## config.mk

```make
export PLATFORM = sky130hd
export DESIGN_NAME = weight_enum
export DESIGN_NICKNAME = d
export VERILOG_FILES = /design/src/rtl/weight_pkg.sv /design/src/rtl/weight_enum_popcnt.sv /design/src/rtl/weight_enum.sv
export SDC_FILE = /design/constraint.sdc
export NUM_CORES = 1
export LEC_CHECK = 0
export BUFFER_PORTS_ARGS = -buffer_cell sky130_fd_sc_hd__clkbuf_2
export CAP_MARGIN = 10
export CELL_PAD_IN_SITES_DETAIL_PLACEMENT = 1
export CELL_PAD_IN_SITES_GLOBAL_PLACEMENT = 1
export CORE_ASPECT_RATIO = 1.4
export CORE_UTILIZATION = 46
export CTS_BUF_LIST = sky130_fd_sc_hd__clkbuf_8 sky130_fd_sc_hd__clkbuf_16
export CTS_CLUSTER_SIZE = 14
export DETAILED_ROUTE_END_ITERATION = 10
export PLACE_DENSITY_LB_ADDON = 0.12
export SYNTH_ARGS = -nofsm -noshare
export SYNTH_HDL_FRONTEND = slang
export SYNTH_SLANG_ARGS = --single-unit
export TNS_END_PERCENT = 20
```

## constraint.sdc

```tcl
create_clock -name clk -period 7.5 [get_ports clk]
set_input_delay 1.5 -clock clk [delete_from_list [all_inputs] [get_ports clk]]
set_output_delay 1.5 -clock clk [all_outputs]
set_load 0.01 [all_outputs]
```

## src/rtl/weight_pkg.sv

```systemverilog
// Shared types and constants for the fixed-weight pattern enumerator.
// Read by weight_enum and by the optional weight checker (WEIGHT_CHECK_EN).
package weight_pkg;

    typedef enum logic {
        IDLE = 1'b0,
        EMIT = 1'b1
    } state_e;

    localparam int IDX_W = 14;
    localparam int MAX_W = 16;

    // Trailing-zero count of a one-hot (nonzero) value; returns MAX_W for zero.
    function automatic logic [4:0] trail_zeros(input logic [MAX_W-1:0] v);
        logic [4:0] n;
        n = 5'(MAX_W);
        for (int i = MAX_W - 1; i >= 0; i--) begin
            if (v[i]) n = 5'(i);
        end
        return n;
    endfunction

endpackage

```

## src/rtl/weight_enum_popcnt.sv

```systemverilog
// 4-bit population count used by the optional weight checker.
// Compiled only when WEIGHT_CHECK_EN is defined.
`ifdef WEIGHT_CHECK_EN
module popcnt_4 (
    input  logic [3:0] din,
    output logic [2:0] cnt
);

    always_comb begin
        cnt = 3'(din[0]) + 3'(din[1]) + 3'(din[2]) + 3'(din[3]);
    end

endmodule
`endif

```

## src/rtl/weight_enum.sv

```systemverilog
// Enumerates every W-bit pattern of Hamming weight k in increasing order, one per cycle.
// Optional macro WEIGHT_CHECK_EN adds a sticky chk_err output from a popcount checker.
module weight_enum
    import weight_pkg::*;
#(
    parameter int W = 8
) (
    input  logic             clk,
    input  logic             rst_n,
    input  logic             start,
    input  logic [4:0]       k,
    input  logic             out_ready,
    output logic             out_valid,
    output logic [W-1:0]     out_pattern,
    output logic             out_last,
    output logic [IDX_W-1:0] out_idx,
    output logic             busy,
    output logic             err
`ifdef WEIGHT_CHECK_EN
    ,
    output logic             chk_err
`endif
);

    state_e           state_q, state_d;
    logic [4:0]       k_q, k_d;
    logic [W-1:0]     pat_q, pat_d;
    logic [IDX_W-1:0] idx_q, idx_d;
    logic             err_q, err_d;

    logic [W-1:0]     load_mask;
    logic [W-1:0]     top_mask;
    logic             last_c;
    logic [W-1:0]     low_bit;
    logic [W-1:0]     ripple;
    logic [4:0]       low_pos;
    logic [5:0]       shamt;
    logic [W-1:0]     succ;

    // Lowest-k ones for loading, highest-k ones for detecting the final pattern.
    always_comb begin
        load_mask = '0;
        top_mask  = '0;
        for (int i = 0; i < W; i++) begin
            load_mask[i] = (i < int'(k));
            top_mask[i]  = (i >= W - int'(k_q));
        end
    end

    assign last_c = (pat_q == top_mask);

    // Next larger value with the same number of ones (Gosper's step), W bits wide.
    always_comb begin
        low_bit = pat_q & (~pat_q + W'(1));
        ripple  = pat_q + low_bit;
        low_pos = trail_zeros(MAX_W'(low_bit));
        shamt   = 6'(low_pos) + 6'd2;
        succ    = ripple | ((pat_q ^ ripple) >> shamt);
    end

    always_comb begin
        state_d = state_q;
        k_d     = k_q;
        pat_d   = pat_q;
        idx_d   = idx_q;
        err_d   = 1'b0;
        case (state_q)
            IDLE: begin
                if (start) begin
                    if (int'(k) > W) begin
                        err_d = 1'b1;
                    end else begin
                        k_d     = k;
                        pat_d   = load_mask;
                        idx_d   = '0;
                        state_d = EMIT;
                    end
                end
            end
            EMIT: begin
                if (out_ready) begin
                    if (last_c) begin
                        state_d = IDLE;
                    end else begin
                        pat_d = succ;
                        idx_d = idx_q + IDX_W'(1);
                    end
                end
            end
            default: state_d = IDLE;
        endcase
    end

    always_ff @(posedge clk or negedge rst_n) begin
        if (!rst_n) begin
            state_q <= IDLE;
            k_q     <= '0;
            pat_q   <= '0;
            idx_q   <= '0;
            err_q   <= 1'b0;
        end else begin
            state_q <= state_d;
            k_q     <= k_d;
            pat_q   <= pat_d;
            idx_q   <= idx_d;
            err_q   <= err_d;
        end
    end

    assign out_valid   = (state_q == EMIT);
    assign busy        = (state_q == EMIT);
    assign out_pattern = pat_q;
    assign out_idx     = idx_q;
    assign out_last    = (state_q == EMIT) && last_c;
    assign err         = err_q;

`ifdef WEIGHT_CHECK_EN
    localparam int NNIB = W / 4;

    logic [2:0] nib_cnt [NNIB];
    logic [4:0] pop_c;
    logic       chk_err_q, chk_err_d;

    // The checker observes the output port so that it sees exactly what leaves the block.
    for (genvar g = 0; g < NNIB; g++) begin : g_pc
        popcnt_4 u_popcnt (
            .din (out_pattern[4*g +: 4]),
            .cnt (nib_cnt[g])
        );
    end

    always_comb begin
        pop_c = '0;
        for (int i = 0; i < NNIB; i++) begin
            pop_c = pop_c + 5'(nib_cnt[i]);
        end
        chk_err_d = chk_err_q | (out_valid && (pop_c != k_q));
    end

    always_ff @(posedge clk or negedge rst_n) begin
        if (!rst_n) begin
            chk_err_q <= 1'b0;
        end else begin
            chk_err_q <= chk_err_d;
        end
    end

    assign chk_err = chk_err_q;
`endif

endmodule

```

Word level (Yosys, flattened, before mapping)
Index checks and enable logic that the tools add are counted.
{"block": "word_totals", "reg_bits": 29, "latchBits": 0, "mem_bits_rw": 0, "romBits": 0, "in_bits": 9, "output_inout_bits": 26, "wordCells": 68, "mem_count": 0}
{"block": "classes", "n_addsub": 5, "n_mul": 0, "div_mod_pow": 0, "magnitude_cmp": 17, "n_eq_ne": 5, "n_shift": 1, "muxes": 26, "n_bitwise": 6, "reduce_logical": 3}
{"operator": "two-way mux 14 bit", "n": 4}
{"operator": "two-way mux 5 bit", "n": 8}
{"operator": "two-way mux 8 bit", "n": 4}
{"operator": "one-hot mux 14 bit (2 select lines)", "n": 1}
{"operator": ">= comparator 4 x 6 -> 1 bit (first input constant)", "n": 4}
{"operator": "< comparator 3 x 5 -> 1 bit (first input constant)", "n": 4}
{"operator": "one-hot mux 8 bit (2 select lines)", "n": 1}
{"operator": "adder 14 x 1 -> 14 bit (second input constant)", "n": 1}
{"operator": ">= comparator 3 x 6 -> 1 bit (first input constant)", "n": 2}
{"operator": "< comparator 1 x 5 -> 1 bit (first input constant)", "n": 2}
{"operator": "< comparator 2 x 5 -> 1 bit (first input constant)", "n": 2}
{"operator": "adder 8 x 1 -> 8 bit (second input constant)", "n": 1}
{"operator": "adder 8 bit", "n": 1}
{"operator": "AND 8 bit", "n": 1}
{"operator": "== test 8 bit", "n": 1}
{"operator": "!= test 2 bit (second input constant)", "n": 4}
{"operator": "inverter 8 bit", "n": 1}
{"operator": "bitwise OR 8 bit", "n": 1}
{"operator": "right shift 8 x 6 -> 8 bit", "n": 1}
{"operator": "bitwise XOR 8 bit", "n": 1}
{"operator": "two-way mux 1 bit", "n": 7}
{"operator": "adder 5 x 2 -> 6 bit (second input constant)", "n": 1}
{"operator": ">= comparator 1 x 6 -> 1 bit (first input constant)", "n": 1}
{"operator": ">= comparator 2 x 6 -> 1 bit (first input constant)", "n": 1}
{"operator": "other kinds (7)", "n": 8}

Depth between registers and ports, before layout
Gate-level depths: netlist of run 1.
{"block": "depth", "ltp_word": 17, "ltp_mapped": 13, "ltp_nobuf": 10}

Least setup slack after synthesis of run 1
No wires, ideal clock.
{"block": "synth_timing", "path_kind": "register to output", "start": "reg k_q[0]", "end": "out out_last", "arrival_time_ns": 2.335, "t_required_ns": 6.000, "slack_ns": 3.665, "path_stages_with_launch": 11, "n_path_buf": 2, "path_cell_list": "dfrtp_1 > inv_1 > ha_1 > or3b_1 > a211oi_2 > nor3_1 > a211oi_2 > nand4_4 > inv_4 > buf_6 > buf_6"}
{"block": "synth_between", "elab_chain_cells": 4, "word_cells_on_any_way": 11, "cone_classes": "1 x add/sub; 8 x order compare; 1 x eq/ne; 1 x reduce/logical"}
{"element": "from (decl)", "line_no": "weight_enum.sv:26", "source": "logic [4:0] k_q, k_d;"}
{"element": "from (signal assigned)", "line_no": "weight_enum.sv:103", "source": "k_q <= k_d;"}
{"element": "subtractor 4 x 5 -> 6 bit (*)", "line_no": "weight_enum.sv:46", "source": "top_mask[i] = (i >= W - int'(k_q));"}
{"element": ">= comparator 1 x 6 -> 1 bit (tied with other cells)", "line_no": "weight_enum.sv:46"}
{"element": "== test 8 bit (*)", "line_no": "weight_enum.sv:50", "source": "assign last_c = (pat_q == top_mask);"}
{"element": "logical AND 1 bit (*)", "line_no": "weight_enum.sv:114", "source": "assign out_last = (state_q == EMIT) && last_c;"}
{"element": "to (decl)", "line_no": "weight_enum.sv:15", "source": "output logic out_last,"}
Every way passes the cells marked *; elsewhere a longest branch is shown, timed or not.

Final worst setup path of run 1
Ends and elaborated chain as after synthesis.

==> results of run 1 <==
[cell families (layout without fill, tap and decap cells)]
| family | after synthesis | after routing | synth area share |
|---|---|---|---|
| and+or+nand+nor | 140 | 140 | 0.311 |
| AOI/OAI and AO/OA | 100 | 100 | 0.283 |
| muxes | 5 | 5 | 0.0218 |
| adders and majority gates | 4 | 4 | 0.0203 |
| xor gates and xnor gates | 1 | 1 | 0.00356 |
| DFF | 29 | 29 | 0.295 |
| buffers and inverters | 33 | 54 | 0.0650 |
[area by class of cell]
type,count,area [µm²],share of cell area
Multi-Input combinational cell,250,1580,0.583
Clock inverter,1,5.00,0.00185
Sequential cell,29,726,0.268
Inverter,12,47.5,0.0176
Timing Repair Buffer,34,170,0.0629
Tap cell,66,82.6,0.0305
Clock buffer,7,96.3,0.0356
[path summary, 6_finish.rpt]
check,startpoint,end,slack (ns),cells after the start
hold / removal,out_idx[13],out_idx[13],0.53,2
max in group asynchronous,rst_n,err,5.76,1
hold reg to reg,out_idx[13],out_idx[13],0.53,2
setup / recovery,k_q[0],out_last,2.94,9
setup reg to reg,k_q[0],out_pattern[3],4.38,9
min in group asynchronous,rst_n,out_pattern[5],1.27,1
[sequential cells by signal, summed over array words and instances (netlist names)]
register     count
out_idx         14
k_q              5
busy             1
err              1
out_pattern      8
[per-layer routing]
metal	wire length (µm)	share of wire	vias up
met1	3280	0.42	1267
met4	195	0.025	0
li1	-	-	1214
met3	215	0.028	16
met5	0	0	-
met2	4060	0.52	58
[stage by stage]
step | hold WS (ns) | util | power [mW] | area [µm²] | cells
6_report | 0.531 | 0.524 | 1.13 | 2700 | 399
5_1_grt | 0.591 | 0.524 | 1.22 | 2700 | 399
4_1_cts | 0.544 | 0.524 | 1.13 | 2700 | 399
3_5_place_dp | 0.529 | 0.504 | 0.985 | 2600 | 391
3_3_place_gp | 0.516 | 0.504 | 0.962 | 2600 | 391
2_1_floorplan | 0.557 | - | 0.799 | 2460 | 312
[cell usage in the layout (no fill, tap or decap), drive strengths merged, types with 7 or more instances in the layout]
cell type / instances
nor3: 9
inv: 12
o21ai: 25
o31ai: 8
dfrtp: 29
nand2: 36
nand4: 8
nand2b: 10
nor2: 19
clkbuf: 41
o211ai: 7
a21oi: 25
or3: 7
nand3: 18
[report_power, final]
group / internal (mW) / switching (mW)
Sequential: 0.200 / 0.145
Clock: 0.0828 / 0.0610
Combinational: 0.268 / 0.376
[worst register-to-register path, stage by stage, from the launching register on]
cell      delay (ns)
dfrtp_1         0.49
inv_1           0.13
ha_1            0.38
or3b_1          0.43
a211oi_2        0.29
nor3_1          0.09
a211oi_2        0.33
nand4_4         0.22
nand2_2         0.27
mux2_2          0.38
==> results.yml, run 1 <==
run_status:
  status: "finished clean"
synthesis:
  syn_area_um2: 2460
  synth_cells: 312
  ys_seq_elements: 29
  synth_edf_count: 0
  synth_flop_cell: "dfrtp_1"
  synth.distinct_cells: 66
  avgSynthCellArea_um2: 7.89
  ys_seq_area_frac: 0.295
  ys_top_cells_by_count: "nand2_1 (35), dfrtp_1 (29), a21oi_1 (24), o21ai_0 (21)"
  yosys.area.top_type: "dfrtp_1"
  syn_nets: 325
  yosys-top-cells-area: "dfrtp_1 (29%), nand2_1 (5.3%), a21oi_1 (4.9%), o21ai_0 (4.3%), nand3_1 (3.7%)"
  synth_most_common_cell: "nand2_1"
  synth_top_area_share: 0.295
  synthArstFlopShare: 1.00
  ys_warn_count: 0
critical_path:
  crit_path_top_delay_cell: "dfrtp_1"
  required_ns: 6.00
  critPathLaunchType: "register"
  crit_path_frequent_cell: "a211oi_2"
  crit_family: "simple AND/OR/NAND/NOR gates"
  end_kind: "output port"
  crit_path_max_fanout: 24
  cpPeakStageDelay_ns: 0.49
  path_buf_inv: 3
  arrival_ns: 3.06
  path_cells: "inv_1, ha_1, or3b_1, a211oi_2, nor3_1, a211oi_2, nand4_4, inv_4, clkbuf_2"
  critical_path_class: "register to output port"
routing:
  wire_per_inst_um: 19.4
  drc: 0
  drt_wl_total_um: 7750
  via_per_inst: 6.40
  vias: 2555
  final_antenna_net_count: 0
  firstDrtPassIters: 4
  drt_iter0_markers: 118
floorplanning:
  core_um2: 5160
  io_pins: 35
  dieArea_um2: 5650
  die_w_um: 63.8
  die_y_um: 88.6
  row_count: 31
  start_util: 0.477
cts:
  path_clk_slew_ns: 0.06
  cts_tree: "built"
  cts-root-buf: "clkbuf_8"
  cts_hold_buf: 0
  numCtsBuffers: 5
  cts_max_level: 2
  post_cts_buffers: 0
  cts_resized: 0
  clock-sinks: 29
  worstSkewPairLatency_ns: 0.29
  cts.path.max_buffers: 2
global_routing:
  grt_pass1_vias: 2532
  use_met3: 0.0271
  grt_max_degree: 30
  use_met1: 0.334
  grt_use_total: 0.288
  grt-ovfl-total: 0
  busiest_layer: "met2"
  antenna_found_initial: 0
  met2_usage: 0.532
  grt_pass1_wl_um: 12500
timing:
  max-slew-margin-rel: 0.500
  tns_ns: 0
  max_freq_ghz: 0.219
  drv_slew: 0
  grt_setup_unrepaired: "no"
  layout_min_cycle_time_ns: 4.56
  hold_viol: 0
  period_share: 0.608
  layout_setup_ws_ns: 2.94
  setup_viol: 0
  final.setup_skew_ns: 0.00725
  worstMarginPinSlew_ns: 0.750
flow_run:
  cap_violations: 0
power:
  ir_drop_mv: 0.191
  power.density_nw_per_um2: 419
  p_leak_nw: 1.16
place:
  dp_hpwl_um: 5650
  post-place-ws_ns: 3.26
  routabilityCongestion: 0.830
  numPortBuffers: 34
worst_hold_path:
  min_path_type: "register to register"
finish:
  filler_cell_count: 657
  area.growth.synth_to_final_pct: 9.81
  final_nets: 345
  layout-drive-gt1-share: 0.180
  diodes: 0
No activity file was read; power rests on OpenSTA's default activity.
==> run 2: changes to the inputs <==
--- a/config.mk
+++ b/config.mk
@@ -5,12 +5,13 @@
 export SDC_FILE = /design/constraint.sdc
 export NUM_CORES = 1
 export LEC_CHECK = 0
+export ABC_AREA = 1
 export BUFFER_PORTS_ARGS = -buffer_cell sky130_fd_sc_hd__clkbuf_2
 export CAP_MARGIN = 10
 export CELL_PAD_IN_SITES_DETAIL_PLACEMENT = 1
 export CELL_PAD_IN_SITES_GLOBAL_PLACEMENT = 1
 export CORE_ASPECT_RATIO = 1.4
-export CORE_UTILIZATION = 46
+export CORE_UTILIZATION = 40
 export CTS_BUF_LIST = sky130_fd_sc_hd__clkbuf_8 sky130_fd_sc_hd__clkbuf_16
 export CTS_CLUSTER_SIZE = 14
 export DETAILED_ROUTE_END_ITERATION = 10
==> constraint.sdc (replaced) <==
create_clock -name clk -period 4.37 [get_ports clk]
set_input_delay 0.874 -clock clk [delete_from_list [all_inputs] [get_ports clk]]
set_output_delay 0.874 -clock clk [all_outputs]
set_load 0.01 [all_outputs]
==> run 2 against run 1 <==
Net effect: non-clock buffer count up 2; via count up 1.4%; sequential share of layout area up 0.14 points; largest cell class unchanged; sequential power up 49%; critical path type unchanged; power up 67%; synthesized cell count up 23%; combinational power up 82%; clock-buffer cell count down 2; utilization down 6.2 points; critical path depth up 8.
==> results.yml, run 2 <==
routing:
  drt_wl_total_um: 7260
  wl_met3_um: 144
  wl_met1_um: 3050
  final_antenna_net_count: 0
  dr.max_layer_used: "met4"
  wire_per_inst_um: 15.0
  drc: 0
  wl_met2_um: 3880
  vias: 2591
  drt_iter0_markers: 110
  firstDrtPassIters: 4
  via_per_inst: 5.35
synthesis:
  syn_area_um2: 2420
  synth_most_common_cell: "nand2_1"
  synth.distinct_cells: 34
  synth_edf_count: 0
  ys_warn_count: 0
  ys_seq_area_frac: 0.300
  ys_seq_elements: 29
  synth_flop_cell: "dfrtp_1"
  ys_top_cells_by_count: "nand2_1 (138), nand3_1 (56), nor2_1 (32), dfrtp_1 (29), inv_1 (28)"
  synth_top_area_share: 0.300
  yosys-top-cells-area: "dfrtp_1 (30%), nand2_1 (21%), nand3_1 (12%), nor2_1 (5.0%), inv_1 (4.4%)"
  syn_nets: 396
  synthArstFlopShare: 1.00
  yosys.area.top_type: "dfrtp_1"
  synth_cells: 383
  avgSynthCellArea_um2: 6.31
critical_path:
  r2r_slack_ns: 1.68
  critical_path_class: "register to output port"
  critPathLaunchType: "register"
  crit_path_top_delay_cell: "dfrtp_1"
  r2r_start: "busy"
  crit_path_max_fanout: 21
  reg2reg_to: "out_idx[1]"
  reg2reg_depth: 7
  path_cells: "inv_1, ha_1, inv_1, nand2_1, nand2_2, inv_2, nor2_4, nand2_2, nand2_2, nand2_1, nand2_1, nand3_1, nor2_2, nand3_2, buf_4, inv_1, clkbuf_2"
  required_ns: 3.50
  cpPeakStageDelay_ns: 0.43
  end_kind: "output port"
  arrival_ns: 2.47
finish:
  filler_cell_count: 817
  area.growth.synth_to_final_pct: 11.3
  diodes: 0
  layout_commonest_cell: "nand2_1"
  final_nets: 426
  layout-drive-gt1-share: 0.155
  largest_register_ff_count: 14
  final_cell_mix: "nand2_1 (138), nand3_1 (56), clkbuf_2 (34), nor2_1 (32)"
cts:
  cts_tree: "built"
  cts.path.max_buffers: 2
  clock-sinks: 29
  cts_resized: 0
  post_cts_buffers: 0
  cts-root-buf: "clkbuf_8"
  worstSkewPairLatency_ns: 0.27
  path_clk_slew_ns: 0.07
  cts_max_level: 2
  numCtsBuffers: 5
  cts_hold_buf: 0
global_routing:
  grt_max_degree: 30
  grt_use_total: 0.260
  antenna_found_initial: 0
  grt_pass1_wl_um: 12400
  grt-ovfl-total: 0
  grt_pass1_vias: 2654
timing:
  tns_ns: 0
  period_share: 0.765
  hold_viol: 0
  holdWs_ns: 0.528
  grt_setup_unrepaired: "no"
  max_freq_ghz: 0.299
  max-slew-margin-rel: 0.504
  drv_slew: 0
  setup_viol: 0
  final.setup_skew_ns: 0.00744
  layout_min_cycle_time_ns: 3.34
  layout_setup_ws_ns: 1.03
  worstMarginPinSlew_ns: 0.744
power:
  ir_drop_mv: 0.202
  power.density_nw_per_um2: 705
  report.power.total_mw: 1.90
  p_leak_nw: 1.45
worst_hold_path:
  min_path_type: "register to register"
  hold_end: "out_idx[13]"
  min_from: "out_idx[13]"
  holdPathStages: 2
flow_run:
  cap_violations: 0
run_status:
  status: "finished clean"
floorplanning:
  die_y_um: 94.0
  core_um2: 5820
  dieArea_um2: 6360
  die_w_um: 67.7
  row_count: 33
  start_util: 0.415
  io_pins: 35
place:
  post-place-ws_ns: 1.31
  dp_hpwl_um: 5780
  routabilityCongestion: 0.902
  numPortBuffers: 34
==> run 2: changes by cell type in the layout (fill, tap and decap cells not counted), sizes merged, moves of 10 or more <==
cell,change
a21oi,-21
inv,+25
nand2,+107
nand2b,-10
nand3,+39
nor2,+18
xor2,+10
==> run 2: worst max-delay path by stage <==
| stage | from | end | slack [ns] | cells past startpoint |
|---|---|---|---|---|
| floorplan | k_q[1] | out_last | 1.64 | 16 |
| global placement | k_q[1] | out_last | 1.42 | 17 |
| detailed placement | k_q[1] | out_last | 1.31 | 17 |
| CTS | k_q[1] | out_last | 1.00 | 17 |
| global route | k_q[1] | out_last | 0.77 | 17 |
| finish | k_q[1] | out_last | 1.03 | 17 |
==> run 2: per-layer routing <==
metal,vias up,global-route usage
met5,-,0
met4,0,0.103
met3,16,0.0267
met2,40,0.474
met1,1233,0.296
li1,1302,-
==> run 2: power by group <==
| group | switching [mW] | leakage (nW) | internal [mW] |
|---|---|---|---|
| Sequential | 0.170 | 0.375 | 0.347 |
| Clock | 0.100 | 0.0491 | 0.108 |
| Combinational | 0.764 | 1.03 | 0.406 |
| Total | 1.04 | 1.45 | 0.861 |
==> run 2: logic make-up after synthesis <==
| kind of cell | synth area share |
|---|---|
| AOI/OAI and AO/OA | 0.0715 |
| adders and majority gates | 0.0207 |
| DFF | 0.300 |
| buffers and inverters | 0.0911 |
| and+or+nand+nor | 0.473 |
| xor gates and xnor gates | 0.0435 |
==> run 2: critical path: cells and delay by family, from the launching register on <==
family | cells | cell delay, ns
fa+ha+maj | 1 | 0.23
buf+inv | 6 | 0.65
flops | 1 | 0.43
simple gates | 10 | 0.87
==> run 2: area by class of cell <==
cell class	count	area, µm²	area share
sequential	29	726	0.270
inverter	37	139	0.0516
multi-input combinational	304	1470	0.547
clock inverter	3	13.8	0.00512
timing repair buffer	36	185	0.0688
clock buffer	5	68.8	0.0256
tap	70	87.6	0.0326
==> run 2: through the flow <==
step | instance area, µm² | instances | utilization
3_3_place_gp | 2610 | 476 | 0.448
3_5_place_dp | 2610 | 476 | 0.448
2_1_floorplan | 2420 | 383 | -
4_1_cts | 2690 | 484 | 0.462
6_report | 2690 | 484 | 0.462
5_1_grt | 2690 | 484 | 0.462
